$ cat src/rtl/ones_rank_select.sv
// ones_rank_select: bit-serial locator of the rank-th set bit in a vector.
// Scans the captured vector from LSB to MSB, one bit per clock. It reports the
// index of the rank-th one, whether that one exists, and how many ones were
// counted up to the point where the scan stopped.
module ones_rank_select #(
    parameter int inCount = 16
) (
    input  logic                      clk,
    input  logic                      rst_n,
    input  logic                      start,
    input  logic [inCount-1:0]        in_vec,
    input  logic [$clog2(inCount):0]  rank,
    output logic                      busy,
    output logic                      done,
    output logic                      found,
    output logic [$clog2(inCount)-1:0] pos,
    output logic [$clog2(inCount):0]  ones_seen
);

    localparam int outCount = $clog2(inCount);
    localparam logic [outCount-1:0] LAST_IDX = outCount'(inCount - 1);

    typedef enum logic [1:0] {
        IDLE = 2'd0,
        SCAN = 2'd1,
        DONE = 2'd2
    } state_t;

    state_t                state_q, state_d;
    logic [inCount-1:0]    vec_q, vec_d;
    logic [outCount:0]     rank_q, rank_d;
    logic [outCount-1:0]   idx_q, idx_d;
    logic [outCount:0]     ones_q, ones_d;
    logic                  found_q, found_d;
    logic [outCount-1:0]   pos_q, pos_d;

    // Scan helpers: the bit under the cursor and the count including it.
    logic                  cur_bit;
    logic [outCount:0]     ones_inc;

    // State and datapath registers; everything clears on reset so a reset
    // mid-scan drops the operation without a done pulse.
    always_ff @(posedge clk or negedge rst_n) begin
        if (!rst_n) begin
            state_q <= IDLE;
            vec_q   <= '0;
            rank_q  <= '0;
            idx_q   <= '0;
            ones_q  <= '0;
            found_q <= 1'b0;
            pos_q   <= '0;
        end else begin
            state_q <= state_d;
            vec_q   <= vec_d;
            rank_q  <= rank_d;
            idx_q   <= idx_d;
            ones_q  <= ones_d;
            found_q <= found_d;
            pos_q   <= pos_d;
        end
    end

    // Next-state and next-datapath logic; results hold unless a start is
    // accepted or the scan updates them.
    always_comb begin
        state_d  = state_q;
        vec_d    = vec_q;
        rank_d   = rank_q;
        idx_d    = idx_q;
        ones_d   = ones_q;
        found_d  = found_q;
        pos_d    = pos_q;
        cur_bit  = vec_q[idx_q];
        ones_inc = ones_q + {{outCount{1'b0}}, cur_bit};

        case (state_q)
            IDLE: begin
                if (start) begin
                    vec_d   = in_vec;
                    rank_d  = rank;
                    idx_d   = '0;
                    ones_d  = '0;
                    found_d = 1'b0;
                    pos_d   = '0;
                    // Rank zero names no bit, so there is nothing to scan.
                    state_d = (rank == '0) ? DONE : SCAN;
                end
            end
            SCAN: begin
                ones_d = ones_inc;
                if (cur_bit && (ones_inc == rank_q)) begin
                    found_d = 1'b1;
                    pos_d   = idx_q;
                    state_d = DONE;
                end else if (idx_q == LAST_IDX) begin
                    // Rank beyond the popcount: ones_seen ends as the full count.
                    found_d = 1'b0;
                    pos_d   = '0;
                    state_d = DONE;
                end else begin
                    idx_d = idx_q + 1'b1;
                end
            end
            DONE: begin
                state_d = IDLE;
            end
            default: begin
                state_d = IDLE;
            end
        endcase
    end

    assign busy      = (state_q != IDLE);
    assign done      = (state_q == DONE);
    assign found     = found_q;
    assign pos       = pos_q;
    assign ones_seen = ones_q;

endmodule

$ cat config.mk
export PLATFORM = sky130hd
export DESIGN_NAME = ones_rank_select
export DESIGN_NICKNAME = d
export VERILOG_FILES = /design/src/rtl/ones_rank_select.sv
export SDC_FILE = /design/constraint.sdc
export NUM_CORES = 1
export LEC_CHECK = 0
export ABC_AREA = 1
export CAP_MARGIN = 15
export CELL_PAD_IN_SITES_DETAIL_PLACEMENT = 0
export CELL_PAD_IN_SITES_GLOBAL_PLACEMENT = 1
export CORE_AREA = 2 2 84 86
export CTS_BUF_LIST = sky130_fd_sc_hd__clkbuf_4 sky130_fd_sc_hd__clkbuf_8
export DETAILED_ROUTE_END_ITERATION = 7
export DIE_AREA = 0 0 86 88
export PLACE_DENSITY_LB_ADDON = 0.1
export SETUP_SLACK_MARGIN = 0.3
export SKIP_CTS_REPAIR_TIMING = 1
export SYNTH_ARGS = -nofsm -noshare
export SYNTH_HDL_FRONTEND = slang
export SYNTH_SLANG_ARGS = --single-unit
$ cat constraint.sdc
create_clock -name clk -period 3.7 [get_ports clk]
set_clock_uncertainty 0.2 [all_clocks]
set_input_delay 0.555 -clock clk [delete_from_list [all_inputs] [get_ports clk]]
set_output_delay 0.555 -clock clk [all_outputs]
set_load 0.02 [all_outputs]
Word-level counts from Yosys, hierarchy flattened:

Cells that the tools add are included.

* input port bits: 24
* output and inout port bits: 12
* flip-flop bits (word level): 37
* word-level logic and storage cells: 48

* order comparisons: 1
* equal/unequal tests: 8
* mux-type cells: 20
* add/sub/neg operators: 2
* reductions and logical operators: 10

Operator list (count)
* 4-bit 2-to-1 mux: 5
* 4-bit case mux with 2 select lines: 2
* 5-bit case mux with 2 select lines: 1
* 2-bit 2-to-1 mux: 4
* 2-bit inequality test (second input constant): 3
* 2-bit AND reduction: 3
* 5-bit by 1-bit adder with 5-bit output: 1
* 5-bit equality test: 1
* 5-bit zero test: 1
* 4-bit by 5-bit < comparator with 1-bit output (second input constant): 1
* 5-bit 2-to-1 mux: 1
* 4-bit by 1-bit adder with 4-bit output (second input constant): 1
* 1-bit binary-select mux with 4-bit select: 1
* 4-bit equality test (second input constant): 1
* 1-bit 2-to-1 mux: 4
* 2-bit case mux with 2 select lines: 1
* 4-bit AND reduction: 1
* 2-bit nonzero test: 2
* 3-bit inequality test (second input constant): 1
* 3-bit AND reduction: 1
* 2-bit by 1-bit equality test with 1-bit output (second input constant): 1
* 2-bit equality test (second input constant): 1
* 2-bit zero test: 1
* 1-bit case mux with 2 select lines: 1
* 1-bit logical AND: 1

Depth between registers and ports, before layout:

* depth in word-level cells: 7
* mapped depth: 22
* gate-level depth less buffers: 21

Worst setup path before layout:

OpenSTA, ideal clock, no wires.

* path kind: register to register
* start point: reg idx_q[0]
* end point: reg found_q (netlist: found)
* period minus slack after synthesis: 2.614 ns
* library setup time: 0.117 ns
* cell stages (with the launch flop): 22
* setup slack: 1.086 ns
* required time: 3.383 ns
* path buffers: 2
* arrival: 2.297 ns
* cells stage by stage: dfrtp_1 -> buf_6 -> buf_12 -> nand2_1 -> nand2_1 -> a21oi_1 -> nor2_1 -> nand2_1 -> nand2_2 -> ha_1 -> ha_1 -> inv_1 -> nand2_1 -> nand2_1 -> nor2_1 -> nand3_1 -> nor2_1 -> nand3_4 -> nand2_4 -> nand2_4 -> nand2_1 -> nand2_1

* cells in the longest elaborated chain, start to end: 7
* elaborated cells on any way between the ends: 10
* those cells by class: 1 x add/sub; 3 x eq/ne; 4 x mux; 2 x reduce/logical

RTL lines
* start, declared: RTL line 32 `logic [outCount-1:0] idx_q, idx_d;`
* start signal, assigned: RTL line 56 `idx_q <= idx_d;`
* 1-bit binary-select mux with 4-bit select: RTL line 73 `cur_bit = vec_q[idx_q];`
* 1-bit 2-to-1 mux (implied by the code): RTL line 73
* 5-bit by 1-bit adder with 5-bit output: RTL line 74 `ones_inc = ones_q + {{outCount{1'b0}}, cur_bit};`
* 5-bit equality test: RTL line 91 `if (cur_bit && (ones_inc == rank_q)) begin`
* 1-bit logical AND: RTL line 91
* 3-bit inequality test (no source line) / 1-bit 2-to-1 mux (equally long branches)
* 3-bit AND reduction (no source line) / 1-bit case mux with 2 select lines (equally long branches)
* end signal, assigned: RTL line 58 `found_q <= found_d;`
* end, declared: RTL line 34 `logic found_q, found_d;`

Several ways; a longest one is shown, not always the timed one. The select of a mux whose other input is x is not followed.
A chain may end at the register's enable or synchronous reset.

Final worst setup path:

Same ends and word-level chain as after synthesis.

==> impl_metrics.tcl <==
set metrics [dict create \
    syn-cell-area_um2 1932 \
    cp_slowest_stage_delay_ns 0.51 \
    crit_chain "buf_4 > nor2_1 > nor2_1 > o21ai_0 > nand3_1 > nand2_1 > nand2_2 > ha_1 > ha_1 > inv_1 > nand2_1 > nand2_1 > nor2_1 > nand3_1 > nor2_1 > nand3_4 > nand2_4 > nand2_4 > nand2_1 > nand2_1" \
    relSlewSlack 0.4277 \
    synth_nets 280 \
    placedCellCount 363 \
    yosysTopAreaCellShare 0.4793 \
    slew_viol_final 0 \
    grt_max_degree 38 \
    synthXorXnorAreaFrac 0.009067 \
    synthMuxAreaShare 0 \
    worst-path-buf-inv 2 \
    final_layout_size_suffix_gt1_frac 0.09966 \
    timing.critical_path.from "idx_q[0]" \
    yosysTopAreaCell "dfrtp_1" \
    synth_warnings 0 \
    post-route-period-util 0.8056 \
    r2r_start "idx_q[0]" \
    place_congestion 0.7515 \
    max_freq_ghz 0.3355 \
    clk_path_buf_depth 2 \
    cts_tree "yes" \
    vdd_drop_max_v 0.0001969 \
    report.final.hold_viol_count 0 \
    final_cells 371 \
    required_ns 3.69 \
    nets 317 \
    yosys_register_bits 37 \
    synth_simple_gate_area_frac 0.3407 \
    ys_top_cells_by_area "dfrtp_1, nand2_1, inv_1" \
    grt_setup_unrepaired "false" \
    reg2reg_slack_ns 0.72 \
    cp_data_arrival_time_ns 2.97 \
    worstMarginPinSlew_ns 0.8585 \
    crit_path_start_kind "flop" \
    die_h_um 88 \
    rows 30 \
    synthAdderAreaFrac 0.01943 \
    antenna_found_initial 0 \
    critPathSlowestCell "dfrtp_1" \
    overflow 0 \
    leakage_nw 1.214 \
    cts_made_buffers 5 \
    drv_cap 0 \
    worstSkewPairLatency_ns 0.29 \
    port_buffers 35 \
    drtIter0Drc 35 \
    final.setup.tns_ns 0 \
    powerDensity_nw_per_um2 792.1 \
    path_delay_family "simple AND/OR/NAND/NOR gates" \
    cts.sinks 37 \
    finalWirelength_um 4391 \
    fill_cells 701 \
    synth_compound_area_frac 0.06412 \
    status "completed" \
    r2r-end "found" \
    io_pins 36 \
    drt_pass1_iterations 4 \
    wire_per_inst_um 11.84 \
    num_vias 1608 \
    die_x_um 86 \
    postSynthAreaPerCell_um2 7.636 \
    grt_usage 0.1309 \
    grt_pass1_wl_um 7624 \
    yosysSeqAreaShare 0.4793 \
    cts.htree.levels 2 \
    root_buffer "clkbuf_8" \
    synthCells 253 \
    crit_type "flop to flop" \
    cts.clk_slew.worst_paths_ns 0.08 \
    areaGrowthSynthToFinish_pct 27.46 \
    avgViaCountPerCell 4.334 \
    final-setup-viol-count 0 \
    synth_cell_types 29 \
    min_path_type "input pin to async pin" \
    period_needed_ns 2.981 \
    place.detailed.hpwl_um 3155 \
    synth_top_family_by_area "simple AND/OR/NAND/NOR gates" \
    crit_fanout 10 \
    worstSetupEndpointType "flop" \
    antennaDiodeCount 0 \
    crit_path_end "found" \
    drcViolationCount 0 \
    cp_common_cell "nand2_1" \
    die_area_um2 7568 \
    grt_pass1_vias 1607 \
    coreArea_um2 6644 \
    path_depth 20 \
    ant_nets 0 \
    r2r.worst_path.cells 20 \
    initial_core_util 0.2908 \
]
-- metrics by stage --
stage | hold WS, ns | worst slack [ns] | util | total power [mW] | instance area [um^2]
final | 0.1698 | 0.7194 | 0.3706 | 1.950 | 2462
after global routing | 0.2523 | 0.3850 | 0.3706 | 2.145 | 2462
after global placement | 0.2615 | 0.7446 | 0.3525 | 1.612 | 2342
after CTS | 0.2033 | 0.6650 | 0.3706 | 1.992 | 2462
after floorplan | 0.05941 | 1.086 | - | 1.343 | 1932
after detailed placement | 0.2620 | 0.6843 | 0.3525 | 1.610 | 2342
-- layout make-up --
cell class / count / area, um^2 / share of cell area
Clock buffer: 6 / 82.58 / 0.03354
Tap cell: 80 / 100.1 / 0.04065
Timing Repair Buffer: 37 / 360.3 / 0.1463
Sequential cell: 37 / 925.9 / 0.3760
Clock inverter: 2 / 37.54 / 0.01524
Multi-Input combinational cell: 178 / 839.6 / 0.3410
Inverter: 31 / 116.4 / 0.04726
-- kinds of logic (layout without fill, tap and decap cells) --
logic type	Yosys count	count (layout)
flops	37	37
fa+ha+maj	3	3
compound gates	22	22
buf+inv	38	76
simple gates	151	151
xor+xnor	2	2
-- synth_stat cells --
| cell | count |
|---|---|
| nand2_1 | 105 |
| dfrtp_1 | 37 |
| inv_1 | 28 |
| nand3_1 | 14 |
| nor2_1 | 14 |
| o21ai_0 | 14 |
| nand2_2 | 4 |
| clkbuf_1 | 3 |
| ha_1 | 3 |
| nand4_1 | 3 |
| nor2_2 | 3 |
| a21oi_1 | 2 |
| buf_2 | 2 |
| inv_2 | 2 |
| nand2_4 | 2 |
| o21ai_2 | 2 |
| o22ai_1 | 2 |
| xor2_1 | 2 |
| and2_1 | 1 |
| buf_12 | 1 |
| buf_6 | 1 |
| clkinv_1 | 1 |
| nand3_2 | 1 |
| nand3_4 | 1 |
| nor2_4 | 1 |
| nor3_1 | 1 |
| o21ai_1 | 1 |
| o41ai_1 | 1 |
| or2_2 | 1 |
-- routing by layer --
| layer | track usage | up-vias | share of wire |
|---|---|---|---|
| li1 | - | 855 | - |
| met1 | 0.1615 | 716 | 0.48 |
| met2 | 0.2248 | 29 | 0.47 |
| met3 | 0.02356 | 8 | 0.032 |
| met4 | 0.05628 | 0 | 0.019 |
| met5 | 0 | - | 0 |
-- where the power goes --
group / switching [mW] / leakage [nW] / internal [mW]
Sequential: 0.122 / 0.474 / 0.571
Combinational: 0.551 / 0.683 / 0.338
Clock: 0.150 / 0.0574 / 0.219
Total: 0.822 / 1.21 / 1.13
-- registers in the layout, indices dropped and copies added (netlist names) --
register   count
vec_q         16
found          1
pos            4
state_q        2
ones_seen      5
rank_q         5
idx_q          4
-- worst min-delay path by stage --
stage / cells after the start / slack [ns] / to / start
3_3_place_gp: 2 / 0.26 / found / found
2_1_floorplan: 0 / 0.06 / found / rst_n
6_report: 1 / 0.17 / vec_q[6] / rst_n
5_1_grt: 1 / 0.25 / vec_q[6] / rst_n
4_1_cts: 1 / 0.20 / vec_q[6] / rst_n
3_5_place_dp: 2 / 0.26 / pos[3] / pos[3]
-- layout by cell type (no fill, tap or decap) --
| master | Yosys | layout |
|---|---|---|
| buf_2 | 2 | 1 |
| inv_1 | 28 | 28 |
| xor2_1 | 2 | 2 |
| nand4_1 | 3 | 3 |
| clkinvlp_4 | 0 | 1 |
| o22ai_1 | 2 | 2 |
| o41ai_1 | 1 | 1 |
| nand3_4 | 1 | 1 |
| clkinv_1 | 1 | 1 |
| nor3_1 | 1 | 1 |
| nand2_2 | 4 | 4 |
| nor2_1 | 14 | 13 |
| nand2_4 | 2 | 2 |
| inv_2 | 2 | 2 |
| and2_1 | 1 | 1 |
| dfrtp_1 | 37 | 37 |
| o21ai_2 | 2 | 2 |
| nor2_4 | 1 | 1 |
| nand2_1 | 105 | 105 |
| nand3_1 | 14 | 14 |
| bufinv_16 | 0 | 1 |
| a21oi_1 | 2 | 2 |
| o21ai_0 | 14 | 14 |
| ha_1 | 3 | 3 |
| nor2_2 | 3 | 4 |
| or2_2 | 1 | 1 |
| nand3_2 | 1 | 1 |
| clkbuf_8 | 0 | 6 |
| clkdlybuf4s50_1 | 0 | 34 |
| o21ai_1 | 1 | 1 |
| buf_4 | 0 | 2 |
-- worst reg2reg max path: cells and delay by family (launching register included) --
kind | cells | cell delay [ns]
AND/OR/NAND/NOR | 15 | 1.32
flip-flops | 1 | 0.51
adder cells (fa/ha/maj) | 2 | 0.51
buffers and inverters | 2 | 0.28
AO/OA/AOI/OAI | 1 | 0.07
No activity file was read; power rests on OpenSTA's default activity.
